===== config.mk =====
export PLATFORM = sky130hd
export DESIGN_NAME = usb_nrzi_tx
export DESIGN_NICKNAME = d
export VERILOG_FILES = /design/src/rtl/usb_nrzi_tx.sv
export SDC_FILE = /design/constraint.sdc
export NUM_CORES = 1
export LEC_CHECK = 0
export ABC_AREA = 0
export CAP_MARGIN = 20
export CORE_AREA = 2 2 39 41
export DETAILED_ROUTE_END_ITERATION = 10
export DIE_AREA = 0 0 41 43
export DONT_BUFFER_PORTS = 1
export PLACE_DENSITY = 0.54
export REMOVE_ABC_BUFFERS = 1
export SLEW_MARGIN = 0
export SYNTH_ARGS = -nofsm -noshare
export SYNTH_HDL_FRONTEND = slang
export SYNTH_SLANG_ARGS = --single-unit

===== constraint.sdc =====
create_clock -name clk -period 1.5 [get_ports clk]
set_input_delay 0.3 -clock clk [delete_from_list [all_inputs] [get_ports clk]]
set_output_delay 0.3 -clock clk [all_outputs]
set_load 0.01 [all_outputs]

===== src/rtl/usb_nrzi_tx.sv =====
// usb_nrzi_tx -- transmit-side USB line encoder (full-speed line convention).
//
// Takes raw packet bits one per clock. It bit-stuffs and NRZI-encodes them onto
// dp/dm, then closes each packet with SE0 x EOP_SE0_CYCLES followed by one J.
//   J = (dp=1, dm=0), K = (dp=0, dm=1), SE0 = (0, 0).
//
// Compile-time option: USB_NRZI_TX_STUFF_EN
//   defined   -> a 0 is stuffed after STUFF_LEN consecutive 1s.
//   undefined -> no stuffing; the STUFF state, ones counter and STUFF_LEN are absent.
//
// Ports:
//   clk           in   bit-rate clock
//   rst           in   asynchronous, active-high reset
//   bstr_in       in   raw data bit
//   bstr_in_ready in   bstr_in is valid
//   in_done       in   current bit is the last bit of the packet
//   bstr_in_take  out  bit accepted when high together with bstr_in_ready (combinational)
//   dp, dm        out  registered line levels
//   tx_oe         out  registered pad output enable
//   out_done      out  one-cycle pulse, coincident with the EOP J on the line
//   tx_err        out  one-cycle pulse on underrun abort
module usb_nrzi_tx #(
`ifdef USB_NRZI_TX_STUFF_EN
   parameter int unsigned STUFF_LEN      = 6,
`endif
   parameter int unsigned EOP_SE0_CYCLES = 2
) (
   input  logic clk,
   input  logic rst,
   input  logic bstr_in,
   input  logic bstr_in_ready,
   input  logic in_done,
   output logic bstr_in_take,
   output logic dp,
   output logic dm,
   output logic tx_oe,
   output logic out_done,
   output logic tx_err
);

   localparam int unsigned     SeW    = $clog2(EOP_SE0_CYCLES + 1);
   localparam logic [SeW-1:0]  SeLoad = SeW'(EOP_SE0_CYCLES - 1);

   typedef enum logic [2:0] {
      StIdle,
      StData,
`ifdef USB_NRZI_TX_STUFF_EN
      StStuff,
`endif
      StEopSe0,
      StEopJ
   } state_t;

   state_t         r_state;
   logic           r_lvl;      // last NRZI level, 1 = J
   logic [SeW-1:0] r_se0_cnt;  // remaining SE0 cycles minus one
   logic           w_accept;
   logic           w_lvl_acc;  // level after encoding the offered bit

   assign bstr_in_take = ~rst & ((r_state == StIdle) | (r_state == StData));
   assign w_accept     = bstr_in_take & bstr_in_ready;
   assign w_lvl_acc    = bstr_in ? r_lvl : ~r_lvl;

`ifdef USB_NRZI_TX_STUFF_EN
   localparam int unsigned       OnesW   = $clog2(STUFF_LEN + 1);
   localparam logic [OnesW-1:0]  OnesMax = OnesW'(STUFF_LEN);

   logic [OnesW-1:0] r_ones;
   logic             r_last;      // stuffed bit follows the last packet bit
   logic [OnesW-1:0] w_ones_acc;
   logic             w_stuff_due;

   // A packet always starts counting from zero, whatever the previous one left.
   assign w_ones_acc  = !bstr_in ? '0 :
                        (r_state == StIdle) ? OnesW'(1) : r_ones + 1'b1;
   assign w_stuff_due = (w_ones_acc == OnesMax);
`endif

   always_ff @(posedge clk or posedge rst) begin
      if (rst) begin
         r_state   <= StIdle;
         r_lvl     <= 1'b1;
         r_se0_cnt <= '0;
         dp        <= 1'b1;
         dm        <= 1'b0;
         tx_oe     <= 1'b0;
         out_done  <= 1'b0;
         tx_err    <= 1'b0;
`ifdef USB_NRZI_TX_STUFF_EN
         r_ones    <= '0;
         r_last    <= 1'b0;
`endif
      end else begin
         out_done <= 1'b0;
         tx_err   <= 1'b0;
         unique case (r_state)
            StIdle, StData: begin
               if (w_accept) begin
                  r_lvl <= w_lvl_acc;
                  dp    <= w_lvl_acc;
                  dm    <= ~w_lvl_acc;
                  tx_oe <= 1'b1;
`ifdef USB_NRZI_TX_STUFF_EN
                  r_ones <= w_ones_acc;
                  r_last <= in_done;
                  // A pending stuff goes out before the EOP.
                  if (w_stuff_due) begin
                     r_state <= StStuff;
                  end else if (in_done) begin
`else
                  if (in_done) begin
`endif
                     r_state   <= StEopSe0;
                     r_se0_cnt <= SeLoad;
                  end else begin
                     r_state <= StData;
                  end
               end else if (r_state == StData) begin
                  // Underrun: truncate the packet; the line holds its level for one cycle.
                  tx_err    <= 1'b1;
                  r_state   <= StEopSe0;
                  r_se0_cnt <= SeLoad;
`ifdef USB_NRZI_TX_STUFF_EN
                  r_ones    <= '0;
`endif
               end else begin
                  tx_oe <= 1'b0;
               end
            end
`ifdef USB_NRZI_TX_STUFF_EN
            StStuff: begin
               r_lvl  <= ~r_lvl;
               dp     <= ~r_lvl;
               dm     <= r_lvl;
               r_ones <= '0;
               if (r_last) begin
                  r_state   <= StEopSe0;
                  r_se0_cnt <= SeLoad;
               end else begin
                  r_state <= StData;
               end
            end
`endif
            StEopSe0: begin
               dp <= 1'b0;
               dm <= 1'b0;
               if (r_se0_cnt == '0) begin
                  r_state <= StEopJ;
               end else begin
                  r_se0_cnt <= r_se0_cnt - 1'b1;
               end
            end
            StEopJ: begin
               dp       <= 1'b1;
               dm       <= 1'b0;
               r_lvl    <= 1'b1;
               out_done <= 1'b1;
               r_state  <= StIdle;
            end
            default: r_state <= StIdle;
         endcase
      end
   end

endmodule


==> results.yml <==
global_routing:
  antenna_found_initial: 0
  grt_max_degree: 16
  grt_usage_pct: 12.44
  overflow: 0
  grt_pass1_vias: 284
  grt_pass1_wl_um: 1331
sta:
  worst_pin_slew_ns: 0.4077
  hold_viol: 0
  slew_violations: 0
  fmax_mhz: 741.5
  slew_headroom_pct: 72.82
  finalSetupTns_ns: 0
  finClkSkew_ns: 0.005705
  layout_min_cycle_time_ns: 1.349
  setup_ws_ns: 0.1513
  finalCritPeriodShare_pct: 89.91
  rsz0062_at_grt: "false"
  finalSetupViolations: 0
yosys:
  synth_top_area_share_pct: 43.24
  yosysTopAreaCell: "dfrtp_1"
  synth.avg_cell_area_sq_um: 10.52
  synthCells: 44
  ys_seq_area_share_pct: 54.59
  ys_ff_latch: 10
  synth_area_leaders: "dfrtp_1, dfstp_2, mux2i_1, nor2_1, a21oi_1"
  yosysUniqueCellTypes: 21
  ys_warn_count: 0
  synthesis.area_sq_um: 462.9
placed_design:
  hpwl_um: 574.3
  postPlaceCellArea_sq_um: 478.0
  place_ws_ns: 0.2453
  placedCellCount: 59
  routabilityCongestion: 0.7210
  port_buffers: 0
routing:
  post_drt_wl_per_cell_um: 13.09
  routed_via_density: 4.891
  dr_total_vias: 313
  firstDrtPassIters: 6
  first_iter_violations: 9
  routed_wl_um: 838
  drcViolationCount: 0
  detail-route-antenna-nets: 0
layout:
  layout_common_cells: "dfrtp_1, nor2_1, mux2i_1"
  final_common_cell: "dfrtp_1"
  finalNonFillerCells: 64
  final_area_sq_um: 524.3
  fin_nets: 55
  layout-drive-gt1-share_pct: 14.58
  syn_to_final_growth_pct: 13.24
  fillerInstances: 141
  diodes: 0
worst_setup_path:
  cp-end-kind: "output pin"
  cp_num_cells: 1
  crit_path_cell_trace: "nor2_1"
  reg2reg_from: "r_se0_cnt[0]"
  crit_slowest_cell: "dfrtp_1"
  start_kind: "flop"
  ff2ff_path_depth: 5
  cp.arrival_ns: 1.05
  worstPathRequired_ns: 1.20
  cp-startpoint: "r_state[1]"
  cp-endpoint: "bstr_in_take"
  crit_type: "flop to output pin"
  crit_family: "flip-flops"
  worst-path-buf-inv: 0
  timing.rr.end: "r_se0_cnt[1]"
  critPathMaxStageDelay_ns: 0.53
  worst-r2r-setup-slack_ns: 0.26
  critPathMaxFanout: 15
worst_hold_path:
  hp-class: "input pin to flop"
pwr:
  pwr-share-comb_pct: 29.1
  p_sw_uw: 396.7
  sw_frac_of_total_pct: 35.77
  vdd_drop_max_uv: 602.7
  p_int_uw: 712.2
  clkPwrFrac_pct: 22.1
  power_density_nw_per_um2: 2115
  p_leak_uw: 0.0002404
  seqPwrFrac_pct: 48.7
outcome:
  status: "complete, no violations"
clocking:
  cts_buffer_depth: 2
  cts_root_buffer: "clkbuf_4"
  h-tree-depth: 1
  cts_tree: "done"
  clk_latency_ns: 0.27
  cts_buffers: 3
  cts_sinks: 10
  clk_pin_slew_ns: 0.07
  post_cts_buffers: 0
floorplan:
  initial_core_util_pct: 33.45
  coreArea_sq_um: 1384
  die_h_um: 43
  die_area_sq_um: 1763
  pin_count: 11
  chipWidth_um: 41
  rows: 14
run:
  drv_cap: 0
-- power groups by stage --
stage	Clock, uW	Combinational (uW)	Sequential, uW
after global routing	279	374	569
after global placement	0	317	543
after CTS	256	332	543
after floorplan	0	278	517
after detailed placement	0	327	548
final	246	323	541
-- flip-flops by register name, summed over array words and instances (netlist names) --
register / flops
r_se0_cnt: 2
r_state: 2
dm: 1
dp: 1
out_done: 1
r_lvl: 1
tx_err: 1
tx_oe: 1
-- stage by stage --
step / utilization [%] / hold slack, ns / total power, uW
finish: 37.88 / 0.1353 / 1109
global route: 37.88 / 0.1132 / 1222
CTS: 37.88 / 0.1216 / 1131
detailed placement: 34.54 / 0.1987 / 875.4
global placement: 34.54 / 0.1937 / 860.2
floorplan: - / 0.1387 / 795.2
-- metal layers --
metal | vias up | global-route usage, % | share of wire [%]
met5 | - | 0 | 0
met4 | 0 | 10.00 | 1.7
met3 | 2 | 6.283 | 4.3
met2 | 10 | 14.69 | 47
li1 | 156 | - | -
met1 | 145 | 16.12 | 47
-- layout make-up --
cell class | instances | area [sq um] | area share (%)
inverter | 3 | 11.26 | 2.148
tap | 16 | 20.02 | 3.819
sequential | 10 | 252.7 | 48.21
clock buffer | 4 | 36.28 | 6.921
timing repair buffer | 1 | 10.01 | 1.909
multi-input combinational | 30 | 193.9 | 36.99
-- how the worst min path moves through the flow --
stage          cells past startpoint     from          to  slack, ns
6_report                           1  in_done  r_state[0]       0.14
5_1_grt                            1  in_done  r_state[0]       0.11
4_1_cts                            1  in_done  r_state[0]       0.12
3_5_place_dp                       1      rst  r_state[1]       0.20
3_3_place_gp                       1      rst      tx_err       0.19
2_1_floorplan                      1      rst          dm       0.14
-- timing repair --
item | in CTS | in global routing
hold buffers | 1 | 0
endpoints found under the hold margin | 8 | 0
resized for setup | 0 | 0
setup endpoints to repair | 0 | 0
-- synthesized netlist by cell type --
master    n
a21oi_1   3
a22o_1    1
and2_1    1
buf_2     1
dfrtp_1   8
dfstp_2   2
ha_1      1
inv_1     3
mux2i_1   4
nand2_1   3
nand2b_1  2
nor2_1    5
nor2b_1   1
nor2b_2   1
nor3_1    1
nor3b_1   1
o21a_1    1
o21ai_0   2
o21bai_1  1
o31ai_1   1
xnor2_1   1
-- cell families after synthesis --
| family | share of synthesized area [%] |
|---|---|
| DFF | 54.59 |
| adders and majority gates | 2.702 |
| AOI/OAI and AO/OA | 12.16 |
| xor gates and xnor gates | 1.892 |
| buffers and inverters | 3.512 |
| and+or+nand+nor | 16.49 |
| muxes | 8.649 |
No activity file was read; power rests on OpenSTA's default activity.
